## src/rtl/mac_array.sv

```systemverilog
// NUM_LANES-wide multiply-accumulate array with a shared vector-length control path.
// Operand capture -> product register -> accumulator; Cout is the accumulator itself.
module mac_array #(
  parameter int DATA_WIDTH = 8,
  parameter int NUM_LANES  = 4,
  parameter int ACC_WIDTH  = 3*DATA_WIDTH,
  parameter int CNT_WIDTH  = 16
) (
  input  logic                            clk,
  input  logic                            rst,
  input  logic                            Clr,
  input  logic                            En,
  input  logic                            signed_mode,
  input  logic                            sat_en,
  input  logic [CNT_WIDTH-1:0]            vec_len,
  input  logic [NUM_LANES*DATA_WIDTH-1:0] Ain,
  input  logic [NUM_LANES*DATA_WIDTH-1:0] Bin,
  output logic [NUM_LANES*ACC_WIDTH-1:0]  Cout,
  output logic                            done,
  output logic [NUM_LANES-1:0]            ovf,
  output logic                            busy
);

  localparam int PW = 2*DATA_WIDTH;
  localparam int LW = NUM_LANES*DATA_WIDTH;
  localparam logic [ACC_WIDTH-1:0] SMAX = {1'b0, {(ACC_WIDTH-1){1'b1}}};
  localparam logic [ACC_WIDTH-1:0] SMIN = {1'b1, {(ACC_WIDTH-1){1'b0}}};

  // Control path: element counter and per-vector latched config
  logic [CNT_WIDTH-1:0] cnt_q, cnt_d, len_q, len_d;
  logic                 sgn_q, sgn_d, sat_q, sat_d, fr_q, fr_d;
  logic                 first, is_last, eff_sgn, eff_sat;
  logic [CNT_WIDTH-1:0] eff_len;

  // Stage 0: captured operands with their vector tags and mode
  logic [LW-1:0] a0_q, a0_d, b0_q, b0_d;
  logic          v0_q, v0_d, first0_q, first0_d, last0_q, last0_d;
  logic          sgn0_q, sgn0_d, sat0_q, sat0_d;

  // Stage 1: products
  logic [NUM_LANES*PW-1:0] p1_q, p1_d;
  logic                    v1_q, v1_d, first1_q, first1_d, last1_q, last1_d;
  logic                    sgn1_q, sgn1_d, sat1_q, sat1_d;

  // Stage 2: accumulators
  logic [NUM_LANES*ACC_WIDTH-1:0] acc_q, acc_d;
  logic [NUM_LANES-1:0]           ovf_q, ovf_d;
  logic                           done_q, done_d;

  // Config for the first element comes straight from the ports, later elements use the latch
  always_comb begin
    first    = (cnt_q == '0) && !fr_q;
    eff_len  = first ? vec_len     : len_q;
    eff_sgn  = first ? signed_mode : sgn_q;
    eff_sat  = first ? sat_en      : sat_q;
    is_last  = (eff_len != '0) && ((cnt_q + CNT_WIDTH'(1)) == eff_len);
    cnt_d    = cnt_q;
    len_d    = len_q;
    sgn_d    = sgn_q;
    sat_d    = sat_q;
    fr_d     = fr_q;
    a0_d     = En ? Ain : a0_q;
    b0_d     = En ? Bin : b0_q;
    v0_d     = En;
    first0_d = first;
    last0_d  = is_last;
    sgn0_d   = eff_sgn;
    sat0_d   = eff_sat;
    if (En) begin
      if (first) begin
        len_d = vec_len;
        sgn_d = signed_mode;
        sat_d = sat_en;
        fr_d  = (vec_len == '0);
      end
      cnt_d = (is_last || eff_len == '0) ? '0 : cnt_q + CNT_WIDTH'(1);
    end
  end

  // Operands are extended to PW bits first, so the low PW bits of the product are exact
  always_comb begin
    logic [DATA_WIDTH-1:0] a, b;
    logic [PW-1:0]         ea, eb;
    p1_d     = '0;
    v1_d     = v0_q;
    first1_d = first0_q;
    last1_d  = last0_q;
    sgn1_d   = sgn0_q;
    sat1_d   = sat0_q;
    for (int unsigned i = 0; i < NUM_LANES; i++) begin
      a  = a0_q[i*DATA_WIDTH +: DATA_WIDTH];
      b  = b0_q[i*DATA_WIDTH +: DATA_WIDTH];
      ea = {{DATA_WIDTH{sgn0_q & a[DATA_WIDTH-1]}}, a};
      eb = {{DATA_WIDTH{sgn0_q & b[DATA_WIDTH-1]}}, b};
      p1_d[i*PW +: PW] = ea * eb;
    end
  end

  always_comb begin
    logic [ACC_WIDTH-1:0] acc_l, ext, res;
    logic [ACC_WIDTH:0]   sum;
    logic                 fill, ov;
    acc_d  = acc_q;
    ovf_d  = ovf_q;
    done_d = v1_q & last1_q;
    for (int unsigned i = 0; i < NUM_LANES; i++) begin
      acc_l = acc_q[i*ACC_WIDTH +: ACC_WIDTH];
      fill  = sgn1_q & p1_q[i*PW + PW - 1];
      ext   = ACC_WIDTH'({{ACC_WIDTH{fill}}, p1_q[i*PW +: PW]});
      sum   = {1'b0, acc_l} + {1'b0, ext};
      res   = sum[ACC_WIDTH-1:0];
      ov    = sgn1_q ? ((acc_l[ACC_WIDTH-1] == ext[ACC_WIDTH-1]) &&
                        (res[ACC_WIDTH-1] != acc_l[ACC_WIDTH-1]))
                     : sum[ACC_WIDTH];
      if (ov && sat1_q)
        res = sgn1_q ? (acc_l[ACC_WIDTH-1] ? SMIN : SMAX) : '1;
      if (v1_q) begin
        if (first1_q) begin
          acc_d[i*ACC_WIDTH +: ACC_WIDTH] = ext;
          ovf_d[i] = 1'b0;
        end else begin
          acc_d[i*ACC_WIDTH +: ACC_WIDTH] = res;
          ovf_d[i] = ovf_q[i] | ov;
        end
      end
    end
  end

  always_ff @(posedge clk) begin
    if (rst || Clr) begin
      cnt_q <= '0; len_q <= '0; sgn_q <= 1'b0; sat_q <= 1'b0; fr_q <= 1'b0;
      a0_q <= '0; b0_q <= '0; v0_q <= 1'b0; first0_q <= 1'b0; last0_q <= 1'b0;
      sgn0_q <= 1'b0; sat0_q <= 1'b0;
      p1_q <= '0; v1_q <= 1'b0; first1_q <= 1'b0; last1_q <= 1'b0;
      sgn1_q <= 1'b0; sat1_q <= 1'b0;
      acc_q <= '0; ovf_q <= '0; done_q <= 1'b0;
    end else begin
      cnt_q <= cnt_d; len_q <= len_d; sgn_q <= sgn_d; sat_q <= sat_d; fr_q <= fr_d;
      a0_q <= a0_d; b0_q <= b0_d; v0_q <= v0_d; first0_q <= first0_d; last0_q <= last0_d;
      sgn0_q <= sgn0_d; sat0_q <= sat0_d;
      p1_q <= p1_d; v1_q <= v1_d; first1_q <= first1_d; last1_q <= last1_d;
      sgn1_q <= sgn1_d; sat1_q <= sat1_d;
      acc_q <= acc_d; ovf_q <= ovf_d; done_q <= done_d;
    end
  end

  assign Cout = acc_q;
  assign done = done_q;
  assign ovf  = ovf_q;
  assign busy = (cnt_q != '0) | v0_q | v1_q | fr_q;

endmodule

```

## config.mk

```make
export PLATFORM = sky130hd
export DESIGN_NAME = mac_array
export DESIGN_NICKNAME = d
export VERILOG_FILES = /design/src/rtl/mac_array.sv
export SDC_FILE = /design/constraint.sdc
export NUM_CORES = 2
export LEC_CHECK = 0
export BUFFER_PORTS_ARGS = -buffer_cell sky130_fd_sc_hd__buf_2
export CORE_MARGIN = 2
export CORE_UTILIZATION = 51
export CTS_CLUSTER_DIAMETER = 60
export DETAILED_ROUTE_END_ITERATION = 12
export PLACE_DENSITY = 0.7
export SYNTH_ARGS = -nofsm -noshare
export SYNTH_HDL_FRONTEND = slang
export SYNTH_SLANG_ARGS = --single-unit
```

## constraint.sdc

```tcl
create_clock -name clk -period 10.67 [get_ports clk]
set_input_delay 2.134 -clock clk [delete_from_list [all_inputs] [get_ports clk]]
set_output_delay 2.134 -clock clk [all_outputs]
set_load 0.05 [all_outputs]
```

# [After elaboration in Yosys (flattened, before gate mapping)]
# Index checks and enable logic that the tools add are counted.
# Widths: inputs -> output; s select.
[op_classes] n_addsub=5 mul=4 eq_ne=9 n_mux=28 bitwise=20 reduce_logical=19
[op_table] op="$mux 24" count=16
[op_table] op="$add 24x24->25" count=4
[op_table] op="$mul 9x9->16" count=4
[op_table] op="$logic_not 16->1" count=3
[op_table] op="$mux 16" count=2
[op_table] op="$reduce_bool 16->1" count=2
[op_table] op="$add 16x1->16 const B" count=1
[op_table] op="$eq 16x16->1" count=1
[op_table] op="$and 1x1->1" count=13
[op_table] op="$logic_and 1x1->1" count=10
[op_table] op="$mux 1" count=10
[op_table] op="$or 1x1->1" count=7
[op_table] op="$eq 1x1->1" count=4
[op_table] op="$ne 1x1->1" count=4
[op_table] op="$logic_or 1x1->1" count=2
[op_table] op="$reduce_and 2->1" count=1
[op_table] op="$logic_not 1->1" count=1
[word_totals] register_bits=274 input_bits=86 output_inout_bits=102 wordCells=106

# [Longest topological paths before layout]
[logic_depth] depth_word=8 ltp_mapped=23 mapped_depth_nobuf=22

# [Worst setup path after synthesis]
# OpenSTA, ideal clock, no wires.
[synth_timing] kind="reg-to-reg" startpoint="register sgn0_q" endpoint="register p1_q[31]" setup_time_ns=0.128 arrival_ns=4.960 required_ns=10.542 setup_slack_ns=5.583 path_stages_with_launch=22 path_buffers=2 period_less_slack_ns=5.087 cell_sequence="dfxtp_1 > clkbuf_1 > clkbuf_1 > nand2_1 > or2_2 > fa_1 > fa_1 > inv_1 > fa_1 > fa_1 > inv_1 > fa_1 > inv_1 > ha_1 > o21ai_0 > nand2b_1 > a21oi_1 > o21bai_1 > a31oi_1 > o21ai_0 > xnor2_1 > nor2_1"
[synth_via] elab_chain_len=2 elab_cells_between_ends=3 classes_between="mul (1); bitwise (2)"
[synth_rtl] element="start, declared" line="38" text="logic sgn0_q, sgn0_d, sat0_q, sat0_d;"
[synth_rtl] element="start signal, assigned" line="140" text="sgn0_q <= sgn0_d; sat0_q <= sat0_d;"
[synth_rtl] element="$and 1x1->1 (on tied branches)" line="93, 94"
[synth_rtl] element="$mul 9x9->16 (*)" line="95" text="p1_d[i*PW +: PW] = ea * eb;"
[synth_rtl] element="end signal, assigned" line="141" text="p1_q <= p1_d; v1_q <= v1_d; first1_q <= first1_d; last1_q <= last1_d;"
[synth_rtl] element="end, declared" line="41" text="logic [NUM_LANES*PW-1:0] p1_q, p1_d;"
# Every way passes the cells marked *; elsewhere a longest branch is shown, timed or not.
# A chain may end at the register's enable or synchronous reset.

# [Worst setup path after layout]
[layout_timing] startpoint="register sgn0_q" endpoint="register p1_q[47]"
# Same word-level chain as after synthesis.

==> results by stage <==
Outcome:
- The flow ran to the end, and the final reports show no timing, DRC or antenna violations.

Global route:
- Entering global routing, the biggest net connects 77 pins.
- The first global-routing pass estimated 112 mm of wire.
- The combined global-route utilization of all metal layers is 25.7%.
- The number of global-route vias before repair was 22100.
- The initial antenna violation count is 1.
- The global route total overflow is 0.

Yosys:
- Among all cell types in the netlist, the one instantiated most often is sky130_fd_sc_hd__inv_1.
- Yosys mapped a number of flops with a built-in enable equal to 0.
- The library cell occupying the most area in the post-synthesis netlist is sky130_fd_sc_hd__dfxtp_1.
- Synthesis produced a netlist whose cell count is a little over 3000.
- The register area share after synthesis is 21.0%.
- Averaged over all synthesized cells, the footprint is 8.64 um^2.
- For this run, asynchronously set or reset flops after synthesis account for 0%.
- The number of nets in the synthesized netlist is approximately 3600.
- For this run, the number of Yosys warnings is 0.
- By area the synthesized netlist is led by sky130_fd_sc_hd__dfxtp_1, sky130_fd_sc_hd__fa_1, sky130_fd_sc_hd__ha_1.
- The share of the synthesized area in the top cell type is 21.0%.
- The number of distinct standard cells referenced by the synthesized netlist is 86.
- By count the netlist is led by sky130_fd_sc_hd__inv_1, sky130_fd_sc_hd__nand2_1, sky130_fd_sc_hd__dfxtp_1.
- For this run, the leading register cell type out of synthesis is sky130_fd_sc_hd__dfxtp_1.
- The post-synthesis instance area is 26100 um^2.
- Synthesis inferred 274 register bits.

Placed design:
- The HPWL after detailed placement is approximately 51 mm.
- At the end of routability-driven placement, the weighted congestion stood at 0.913.
- OpenSTA, run right after detailed placement, puts the worst setup slack at 4.73 ns.
- The placed standard-cell area is about 27000 um^2.
- The count of buffers added on input and output ports is 187.
- The total instance count after detailed placement is 3759.

Clock tree:
- The register clock-pin slew on the reported worst setup and hold paths is 0.06 ns.
- TritonCTS created 42 clock buffers.
- After clock tree synthesis, the setup repair step added 0 buffers.
- Clock tree synthesis selected as its root buffer the cell sky130_fd_sc_hd__clkbuf_16.
- The number of buffers added to fix hold violations after cts is 0.
- The maximum root-to-sink buffer count is 3.
- The TritonCTS sink count is 274.
- The deepest level of the CTS H-tree is 2.
- TritonCTS built the clock tree.
- The count of cells resized by post-cts repair is 0.
- The insertion delay to the later sink of the worst-skew pair is 0.58 ns.

Drt:
- Across all layers, the routed design uses 21500 vias.
- After detailed routing, the average wire length per cell comes to 17.4 um.
- The final routed wirelength across all metal layers is 66.8 mm.
- The detailed router finished its first iteration with around 1300 violations.
- The residual DRC count is 0.
- For this run, the detailed router's first-pass iteration total came to 5.
- The via-per-instance ratio is approximately 5.6.
- Once detail routing completed, the nets flagged for antenna violations numbered 0.

Timing:
- The max-slew violation count is 0.
- Setup repair after global routing left no endpoint under its margin.
- The setup total negative slack is 0 ns.
- Across all hold checks on the routed design, the worst slack comes to 0.427 ns.
- The shortest clock period the worst path allows after layout is between 5 and 6 ns.
- The setup-violating endpoint count in the final report is 0.
- The relative slew slack is between 20% and 30%.
- The ratio of final minimum period to clock period is a little under three fifths.
- Derived from the worst setup path, the maximum achievable clock frequency is 168 MHz.
- Clock skew on the completed layout was measured at 0.0282 ns.
- The actual transition at the worst max-transition pin is 1.19 ns.
- The smallest setup slack after layout is 4.71 ns.
- The final hold violation count came to 0.

Floorplan:
- The width of the die is 230 um.
- The area of the core is 50300 um^2.
- The initial core utilization is 51.9%.
- For this design the top-level I/O count stands at approximately 190.
- The placement row count is 82.
- The height of the chip is 230 um.
- The die area is 53000 um^2.

Layout:
- Of the cells placed in the final design, the portion with a size suffix greater than 1 is 10.2%.
- The total inserted antenna cells is 0.
- The final cell count without fillers is ~3800.
- At the end of the flow, the number of nets in the layout was 3703.
- The cell area after layout is 28900 um^2.
- At the end of the flow the core is filled with cells to 57.5%.
- The synthesis-to-layout area growth is 10.8%.

Worst hold path:
- The launch point of the worst hold path is last0_q.
- The path type of the worst min-delay path is reg2reg.

Setup path:
- The worst setup path is captured at a register.
- The arrival time reported for the critical path endpoint is 6.40 ns.
- The startpoint of the worst register-to-register path is sgn0_q.
- The setup check on the worst reg-to-reg path leaves a slack of approximately 4.7 ns.
- The kind of critical path is reg2reg.
- The element type at the critical path start is a register.
- Of all nets on the critical path, the largest fanout is 21.
- The timing startpoint of the critical path is sgn0_q.
- STA puts the critical path data required time at 11.11 ns.

Power and ir drop:
- The reported leakage power is 14.3 nW.
- The total power consumption of the routed design is 2.72 mW.
- The maximum vdd drop is approximately 0.00012 V.
- The power per unit of standard cell area is roughly 94 nW/um^2.

Job:
- The count of max-cap constraint violations is 0.
final cells by class:
| cell class | instances | area (um^2) |
|---|---|---|
| Clock buffer | 47 | 1120 |
| Clock inverter | 29 | 365 |
| Fill cell | 4572 | 21400 |
| Inverter | 343 | 1290 |
| Multi-Input combinational cell | 2269 | 18800 |
| Sequential cell | 274 | 5490 |
| Tap cell | 672 | 841 |
| Timing Repair Buffer | 201 | 1040 |
where the power goes:
group | leakage [nW] | switching (mW) | internal, mW | total, mW
logic | 11.4 | 0.115 | 0.0722 | 0.187
clock network | 0.730 | 0.563 | 0.900 | 1.46
registers | 2.22 | 0.0330 | 1.04 | 1.07
sequential cells by signal (all words and copies together), names as in the netlist, 4 cells and up:
signal  count
len_q      16
a0_q       32
cnt_q      16
p1_q       64
Cout       96
ovf         4
b0_q       32
worst paths after layout:
kind | endpoint | cells after the start
max | p1_q[47] | 19
min | last1_q | 1
max reg2reg | p1_q[47] | 19
min reg2reg | last1_q | 1
cell usage in the layout (no fill, tap or decap), types with 43 or more instances in the layout:
cell type                   netlist  final
sky130_fd_sc_hd__inv_1          341    341
sky130_fd_sc_hd__nand2_1        286    286
sky130_fd_sc_hd__dfxtp_1        274    273
sky130_fd_sc_hd__fa_1           256    256
sky130_fd_sc_hd__nor2_1         242    241
sky130_fd_sc_hd__ha_1           230    230
sky130_fd_sc_hd__a21oi_1        186    186
sky130_fd_sc_hd__buf_2            8    186
sky130_fd_sc_hd__and2_1         181    181
sky130_fd_sc_hd__xnor2_1        117    117
sky130_fd_sc_hd__o21ai_0         90     90
sky130_fd_sc_hd__mux2i_1         87     87
sky130_fd_sc_hd__nor3_1          59     59
sky130_fd_sc_hd__a21o_1          51     51
sky130_fd_sc_hd__xor2_1          51     51
sky130_fd_sc_hd__clkbuf_16        0     43
cell families (layout without fill, tap and decap cells):
logic type | after synthesis | in the layout | share of synthesized area (%)
AOI/OAI and AO/OA | 586 | 586 | 14.6
xor gates and xnor gates | 170 | 170 | 5.80
adders and majority gates | 486 | 486 | 30.7
buffers and inverters | 477 | 620 | 7.11
DFF | 274 | 274 | 21.0
muxes | 88 | 88 | 3.38
and+or+nand+nor | 939 | 939 | 17.4
routing by layer:
metal	routed length, um	global-route usage, %
met1	29600	33.8
met2	30400	41.8
met3	4270	5.15
met4	2540	9.72
met5	0	0
worst max-delay path, cell delays in order, from the launching register on:
cell,delay [ns]
sky130_fd_sc_hd__dfxtp_1,1.05
sky130_fd_sc_hd__nand2_1,0.47
sky130_fd_sc_hd__or2_2,0.41
sky130_fd_sc_hd__fa_1,0.45
sky130_fd_sc_hd__fa_1,0.50
sky130_fd_sc_hd__inv_1,0.05
sky130_fd_sc_hd__fa_1,0.44
sky130_fd_sc_hd__fa_1,0.49
sky130_fd_sc_hd__inv_1,0.05
sky130_fd_sc_hd__fa_1,0.49
sky130_fd_sc_hd__inv_1,0.04
sky130_fd_sc_hd__ha_1,0.27
sky130_fd_sc_hd__o21ai_0,0.08
sky130_fd_sc_hd__nand2b_1,0.11
sky130_fd_sc_hd__a21oi_1,0.15
sky130_fd_sc_hd__o21bai_1,0.12
sky130_fd_sc_hd__a31oi_1,0.27
sky130_fd_sc_hd__o21ai_0,0.15
sky130_fd_sc_hd__xnor2_1,0.19
sky130_fd_sc_hd__nor2_1,0.05
(Power assumes the default switching activity.)
